`src/rtl/frame_uart_tx_pkg.sv`:
```
// frame_uart_tx_pkg: shared FSM encodings and UART framing constants
package frame_uart_tx_pkg;
  localparam logic [1:0] ST_IDLE  = 2'd0;
  localparam logic [1:0] ST_START = 2'd1;
  localparam logic [1:0] ST_DATA  = 2'd2;
  localparam logic [1:0] ST_STOP  = 2'd3;
  localparam int CLK_DIV_DEF = 434;
  localparam int FRAME_BITS = 10;
  localparam int DATA_BITS = FRAME_BITS - 2;
endpackage

```
`src/rtl/frame_uart_tx_byte_fifo.sv`:
```
// frame_uart_tx_byte_fifo: register FIFO with head byte visible on rdata whenever not empty
module frame_uart_tx_byte_fifo #(
  parameter int ADDR_W = 4
) (
  input  logic              clk,
  input  logic              rst,
  input  logic              wr,
  input  logic [7:0]        wdata,
  input  logic              rd,
  output logic [7:0]        rdata,
  output logic [ADDR_W:0]   level,
  output logic              full,
  output logic              empty
);
  logic [7:0] mem [2**ADDR_W];
  logic [ADDR_W-1:0] wp, rp;
  logic push, pop;
  assign full  = level == (ADDR_W+1)'(2**ADDR_W);
  assign empty = level == '0;
  assign push  = wr & ~full;
  assign pop   = rd & ~empty;
  assign rdata = mem[rp];
  always_ff @(posedge clk) begin
    if (rst) begin
      wp    <= '0;
      rp    <= '0;
      level <= '0;
    end else begin
      if (push) wp <= wp + 1'b1;
      if (pop) rp <= rp + 1'b1;
      level <= level + (ADDR_W+1)'(push) - (ADDR_W+1)'(pop);
    end
  end
  always_ff @(posedge clk) if (push) mem[wp] <= wdata;
endmodule

```
`src/rtl/frame_uart_tx.sv`:
```
// frame_uart_tx: FIFO-buffered 8N1 UART transmitter for the decoded frame byte stream
module frame_uart_tx
  import frame_uart_tx_pkg::*;
#(
  parameter int CLK_DIV = CLK_DIV_DEF,
  parameter int ADDR_W  = 4
) (
  input  logic            clk,
  input  logic            rst,
  input  logic [7:0]      din,
  input  logic            den,
  output logic            txd,
  output logic            busy,
  output logic            ovf,
  output logic [ADDR_W:0] level
);
  localparam int BW = $clog2(CLK_DIV);
  localparam logic [BW-1:0] BAUD_LAST = BW'(CLK_DIV - 1);
  localparam logic [2:0] BIT_LAST = 3'(DATA_BITS - 1);
  logic [1:0] state;
  logic [BW-1:0] baud_cnt;
  logic [2:0] bit_cnt;
  logic [7:0] shift, rdata;
  logic full, empty, pop, baud_end;
  assign pop      = (state == ST_IDLE) & ~empty;
  assign baud_end = baud_cnt == BAUD_LAST;
  assign busy     = (state != ST_IDLE) | ~empty;
  frame_uart_tx_byte_fifo #(.ADDR_W(ADDR_W)) u_fifo (
    .clk   (clk),
    .rst   (rst),
    .wr    (den),
    .wdata (din),
    .rd    (pop),
    .rdata (rdata),
    .level (level),
    .full  (full),
    .empty (empty)
  );
  always_ff @(posedge clk) begin
    if (rst) begin
      state    <= ST_IDLE;
      baud_cnt <= '0;
      bit_cnt  <= '0;
      shift    <= '0;
      txd      <= 1'b1;
      ovf      <= 1'b0;
    end else begin
      if (den & full) ovf <= 1'b1;
      baud_cnt <= (state == ST_IDLE || baud_end) ? '0 : baud_cnt + 1'b1;
      case (state)
        ST_IDLE: if (pop) begin
          shift <= rdata;
          txd   <= 1'b0;
          state <= ST_START;
        end
        ST_START: if (baud_end) begin
          txd     <= shift[0];
          bit_cnt <= '0;
          state   <= ST_DATA;
        end
        ST_DATA: if (baud_end) begin
          if (bit_cnt == BIT_LAST) begin
            txd   <= 1'b1;
            state <= ST_STOP;
          end else begin
            shift   <= shift >> 1;
            txd     <= shift[1];
            bit_cnt <= bit_cnt + 1'b1;
          end
        end
        default: if (baud_end) state <= ST_IDLE;
      endcase
    end
  end
endmodule
```
`config.mk`:
```
export PLATFORM = sky130hd
export DESIGN_NAME = frame_uart_tx
export DESIGN_NICKNAME = d
export VERILOG_FILES = /design/src/rtl/frame_uart_tx_pkg.sv /design/src/rtl/frame_uart_tx_byte_fifo.sv /design/src/rtl/frame_uart_tx.sv
export SDC_FILE = /design/constraint.sdc
export NUM_CORES = 1
export LEC_CHECK = 0
export CORE_UTILIZATION = 34
export DETAILED_ROUTE_END_ITERATION = 8
export DONT_BUFFER_PORTS = 1
export PLACE_DENSITY_LB_ADDON = 0.15
export SLEW_MARGIN = 30
export SYNTH_ARGS = -nofsm -noshare
export SYNTH_HDL_FRONTEND = slang
export SYNTH_SLANG_ARGS = --single-unit
```
`constraint.sdc`:
```
create_clock -name clk -period 3.9 [get_ports clk]
set_input_delay 0.585 -clock clk [delete_from_list [all_inputs] [get_ports clk]]
set_output_delay 0.585 -clock clk [all_outputs]
set_load 0.02 [all_outputs]
```
# Word level (Yosys, flattened, before mapping)
# Memory sizes are Yosys's and may differ from the RTL's. A register that Yosys moved wholly into a read port is not among the register bits.
# Index checks and enable logic that the tools add are counted.
# Widths: inputs -> output; s select.
totals:
  romBits: 0
  latch_bits: 0
  n_memories: 1
  elab_cells: 69
  mem_bits_rw: 128
  out_inout_bits: 8
  input_bits: 11
  reg_bits: 37
mem_list:
  columns: ["name", "depth", "word_bits", "read_ports", "rd_ports_with_merged_regs", "wr", "line_no", "text"]
  rows:
  - ["u_fifo.mem", 16, 8, 1, 1, 1, "frame_uart_tx_byte_fifo.sv:15", "logic [7:0] mem [2**ADDR_W];"]
classes:
  add_sub_neg: 6
  n_lt_le_gt_ge: 0
  eq_ne: 10
  shifts: 0
  div_mod_pow: 0
  reduce_logical: 13
  multipliers: 0
  bitwise: 7
  mux: 23
ops:
  columns: ["cell", "n"]
  rows:
  - ["$mux 8", 3]
  - ["$pmux 8 s2", 1]
  - ["$reduce_and 4->1", 3]
  - ["$mux 2", 5]
  - ["$add 9x1->9 const B", 1]
  - ["$eq 9x9->1 const B", 1]
  - ["$mux 3", 3]
  - ["$add 4x1->4 const B", 2]
  - ["$mux 4", 2]
  - ["$ne 2x2->1 const B", 4]
  - ["$reduce_bool 2->1", 4]
  - ["$mux 1", 6]
  - ["$pmux 2 s3", 1]
  - ["$pmux 3 s2", 1]
  - ["$add 5x1->5", 1]
  - ["$eq 5x5->1 const B", 1]
  - ["$logic_not 5->1", 1]
  - ["$reduce_and 5->1", 1]
  - ["$sub 5x1->5", 1]
  - ["$and 1x1->1", 4]
  - ["$add 3x1->3 const B", 1]
  - ["$eq 3x3->1 const B", 1]
  - ["$pmux 1 s3", 1]
  - ["$reduce_bool 3->1", 1]
  - ["other kinds (8)", 9]

# Longest topological paths before layout
logic_depth:
  word_depth: 6
  depth_mapped: 14
  depth_no_buf: 14

# Cells and area by module
# A second synthesis with hierarchy kept.
unflattened:
  hier_cells: 446
  hier_area_um2: 7049.3
by_module_without_submodules:
  columns: ["mod", "n_inst", "area_per_inst_um2", "cells_per_inst", "seq_area_each_um2"]
  rows:
  - ["frame_uart_tx_byte_fifo", 1, 5799.3, 306, 4184.0]
  - ["frame_uart_tx", 1, 1249.9, 140, 480.5]

# Worst setup path after synthesis
# Ideal clock, no wire load.
synth_path:
  kind: "register to register"
  start: "register u_fifo.level[2]"
  end: "register u_fifo.level[4]"
  required_ns: 3.768
  setup_time_ns: 0.132
  slack_ns: 1.252
  n_path_buf: 0
  arrival_time_ns: 2.515
  synth_period_minus_slack_ns: 2.648
  stages_incl_launch_ff: 15
  cell_sequence: "dfxtp_1 inv_1 ha_1 nor3b_1 a21boi_1 ha_1 inv_1 ha_1 inv_1 fa_1 inv_1 a21oi_1 nor2_1 or3_1 a21oi_1"
synth_via:
  elab_chain_cells: 5
  word_cells_on_any_way: 9
  classes_between: "add/sub: 2; eq/ne: 1; bitwise: 5; reduce/logical: 1"
synth_lines:
  columns: ["element", "line_no", "text"]
  rows:
  - ["start: declaration", "frame_uart_tx_byte_fifo.sv:11", "output logic [ADDR_W:0] level,"]
  - ["start signal: assignment", "frame_uart_tx_byte_fifo.sv:31", "level <= level + (ADDR_W+1)'(push) - (ADDR_W+1)'(pop);"]
  - ["$logic_not 5->1 (*)", "frame_uart_tx_byte_fifo.sv:19", "assign empty = level == '0;"]
  - ["$not 1->1 (*)", "frame_uart_tx_byte_fifo.sv:21, frame_uart_tx.sv:25", null]
  - ["$and 1x1->1", "frame_uart_tx.sv:25", "assign pop = (state == ST_IDLE) & ~empty;"]
  - ["$and 1x1->1 (*)", "frame_uart_tx_byte_fifo.sv:21", "assign pop = rd & ~empty;"]
  - ["net u_fifo.pop", "frame_uart_tx_byte_fifo.sv:17", "logic push, pop;"]
  - ["$sub 5x1->5 (*)", "frame_uart_tx_byte_fifo.sv:31", null]
# The timed path passes the listed nets; every way through them passes the cells marked *.
# A chain may end at the register's enable or synchronous reset.

# Final worst setup path
layout_path:
  start: "register u_fifo.level[2]"
  end: "memory u_fifo.mem[7][3] (enable)"
layout_via:
  elab_chain_cells: 5
layout_lines:
  columns: ["element", "line_no", "text"]
  rows:
  - ["$eq 5x5->1", "frame_uart_tx_byte_fifo.sv:18", "assign full = level == (ADDR_W+1)'(2**ADDR_W);"]
  - ["$not 1->1", "frame_uart_tx_byte_fifo.sv:20", "assign push = wr & ~full;"]
  - ["$and 1x1->1", "frame_uart_tx_byte_fifo.sv:20", null]
  - ["net u_fifo.push", "frame_uart_tx_byte_fifo.sv:17", null]
  - ["$mux 1", "frame_uart_tx_byte_fifo.sv:34", "always_ff @(posedge clk) if (push) mem[wp] <= wdata;"]
  - ["$mux 1 (implied by the code)", "frame_uart_tx_byte_fifo.sv:34", null]
  - ["end: declaration", "frame_uart_tx_byte_fifo.sv:15", null]
# The timed path passes the listed nets, and every way through them passes these cells.

==> summary.md <==
| Metric | Value |
|---|---|
| Flip-flop and latch count after synthesis | 169 |
| Crit path max fanout | 9 |
| CP max stage cell | a21boi_1 |
| TritonCTS Buffers | 17 |
| CTS Buffer Depth | 2 |
| Measured slew at the worst slew-check pin | slightly below 1 ns |
| Vias in the first global route | 3684 |
| Crit path cell chain | inv_1, ha_1, nor3b_1, a21boi_1, nand2_1, nor2_1 |
| Die Width | between 100 and 150 microns |
| Startpoint Class | register |
| Final min period | around 3.2 ns |
| Post-synth EDFFs | around 130 |
| Largest cells by area after synthesis | edfxtp_1, dfxtp_1, mux4_2 |
| Io pins | 19 |
| Max-cap violation count | 0 |
| Worst path arrival time | 3.26 ns |
| Mapped cell area | around 6800 sq um |
| Internal power | around 3.5 mW |
| H-tree Lvls | 4 |
| Die Y | around 140 microns |
| Clock Sinks | roughly 170 |
| Overflow after GRT | 0 |
| Core area | approximately 20000 sq um |
| Synth Instances | 440 |
| Count leader, synth | edfxtp_1 |
| DPL Wire Length | 9.099 mm |
| Crit. End Element | register |
| Unique cell type count in the Yosys netlist | 44 |
| CTS Root Cell | clkbuf_16 |
| Num rows | around 50 |
| Seq pwr share | 0.433 |
| Fin Setup TNS | 0 ns |
| Share of cells above drive strength 1 | 0.1678 |
| VDD IR-drop max | roughly 0.29 mV |
| Sequential area share after synthesis | 0.6810 |
| Crit Path Class | register to register |
| Avg Cell Area, Syn | ~16 sq um |
| Max Clk Rate | roughly 310 MHz |
| XOR/XNOR share of the synthesized area | 0.01918 |
| Total GRT Usage | 0.1501 |
| Final hold viol count | 0 |
| NetSw | 1.621 mW |
| Post-Synth Simple-Gate Area | 0.07307 |
| ANT nets after route | 0 |
| Clock slew at reported path FFs | 0.07 ns |
| Hold WC Path Type | primary input to register |
| # setup viols final | 0 |
| Post-synth top area share | 0.5612 |
| Post-CTS sizing | 0 |
| Tcrit/Tclk final | 0.8208 |
| Slew Limit Fails | 0 |
| Clock power share | 0.308 |
| Outcome | finished, final reports clean |
| Fill count | approximately 1800 |
| Synth Area in Adders | 0.03763 |
| Syn Nets | between 400 and 500 |
| PwrDens | between 600 and 700 nW/um^2 |
| Antenna diodes | 0 |
| First-pass GRT wire length | 21.72 mm |
| Area Overhead vs Synth | 12.35% |
| Setup Buffers After CTS | 0 |
| Most frequent cells after synthesis | edfxtp_1, nor2_1, dfxtp_1, mux4_2, ha_1 |
| Router iterations before antenna repair | 4 |
| FFs w/ async S/R, synth | 0 |
| Initial drt markers | 220 |
| Logic pwr share | 0.259 |
| Via Count | 3565 |
| Clk_lat worst skew | between 0.4 and 0.5 ns |
| Die footprint | 20720 sq um |
| CP Buf/Inv Count | 1 |
| Routed wire length | 13.86 mm |
| Sw Share | 0.3147 |
| Drt drc | 0 |
| Leakage | about 2.5 nW |
| Placer Congestion | roughly 0.7 |
| CP required | 3.95 ns |
| Hold buffers post-CTS | 0 |
| Top delay family on crit path | simple AND/OR/NAND/NOR gates |
| Yosys warning count | 0 |
| Delay of the slowest critical-path stage | between 0.8 and 0.9 ns |
| CTS tree | built |
| Starting Density | 0.3496 |
| Compound-cell area share of the yosys netlist | 0.04951 |
| Port Buffer Count | 0 |
| Main combinational cell family by area after synthesis | multiplexers |
| Primary FF master, synth | edfxtp_1 |
| Tot Pwr | 5.151 mW |
| Share of synthesized area spent on multiplexers | 0.1171 |
| Initial antenna violation count | 0 |
| Clk_skew | about 0.0097 ns |
| Slew HR | 0.3363 |
| RSZ-0062 raised after global routing | false |
| Yosys top cell by area | edfxtp_1 |
| Wirelength per Cell | about 19 microns |
| Largest net degree at the start of global routing | 32 |
| Layout Nets | around 480 |
| Vias per inst | 4.924 |
-- metal layers --
metal	global-route usage	up-vias	wire length [microns]
met5	0	-	0
met4	0.05039	0	145
met3	0.04265	14	639
met2	0.2334	67	6583
met1	0.2011	1813	6487
li1	-	1671	-
-- flip-flops by register name, indices dropped and copies added, names as in the netlist, 2 cells and up, named ones only --
signal / count
baud_cnt: 9
bit_cnt: 3
shift: 8
state: 2
u_fifo.level: 5
u_fifo.mem: 128
u_fifo.rp: 4
u_fifo.wp: 4
-- worst register-to-register path, delay by kind of cell (launching register included) --
family          cells  cell delay (ns)
compound gates      1             0.81
simple gates        3             1.25
fa+ha+maj           1             0.20
flops               1             0.47
buf+inv             1             0.11
-- power groups by stage --
| stage | clock network (mW) | registers [mW] | logic, mW |
|---|---|---|---|
| final | 1.59 | 2.23 | 1.33 |
| after global routing | 1.69 | 2.26 | 1.51 |
| after CTS | 1.62 | 2.24 | 1.35 |
| after detailed placement | 0 | 2.28 | 1.35 |
| after global placement | 0 | 2.27 | 1.33 |
| after floorplan | 0 | 2.21 | 1.10 |
-- cells in the final DEF, fill, tap and decap left out, types with 2 or more instances in the layout --
master / instances
ha_1: 19
nor2b_1: 4
buf_4: 7
xnor2_1: 6
nand4_1: 2
and2_1: 4
nand3_1: 6
o21ai_0: 8
mux4_2: 32
inv_1: 16
a21oi_1: 13
nor2_1: 54
dfxtp_1: 40
a21boi_1: 3
nor3_1: 10
a22o_1: 2
a22oi_1: 12
or3_1: 2
a211oi_1: 6
inv_6: 8
nand2b_1: 3
nand2_1: 17
edfxtp_1: 128
xor2_1: 9
mux2i_1: 7
clkbuf_16: 17
inv_8: 3
-- final timing paths --
check | start | end | slack (ns) | cells after the start
worst max register to register | u_fifo.level[2] | u_fifo.mem[7][3] | 0.70 | 6
worst min register to register | shift[7] | shift[7] | 0.47 | 2
worst max-delay path | u_fifo.level[2] | u_fifo.mem[7][3] | 0.70 | 6
worst min-delay path | rst | u_fifo.level[1] | 0.22 | 1
-- area by class of cell --
cell class | instances | area, sq um | share of cell area
inverter | 16 | 60.06 | 0.007805
clock buffer | 17 | 425.4 | 0.05528
timing repair buffer | 7 | 52.55 | 0.006829
sequential | 169 | 4666 | 0.6063
multi-input combinational | 235 | 2031 | 0.2639
tap | 265 | 331.6 | 0.04309
clock inverter | 15 | 128.9 | 0.01675
-- through the flow --
step	setup slack, ns	hold WS (ns)	instances	util	cell area (sq um)
after floorplan	1.252	0.4294	440	-	6849
after global placement	0.8515	0.4497	692	0.3645	7141
after detailed placement	0.7483	0.4612	692	0.3645	7141
after CTS	0.7289	0.1953	724	0.3928	7695
after global routing	0.5225	0.1984	724	0.3928	7695
final	0.6988	0.2241	724	0.3928	7695
-- cells by family after synthesis --
group	Yosys count
adders and majority gates	20
xor gates and xnor gates	15
and+or+nand+nor	108
buffers and inverters	36
DFF	169
AOI/OAI and AO/OA	52
muxes	40
No activity file was read; power rests on OpenSTA's default activity.
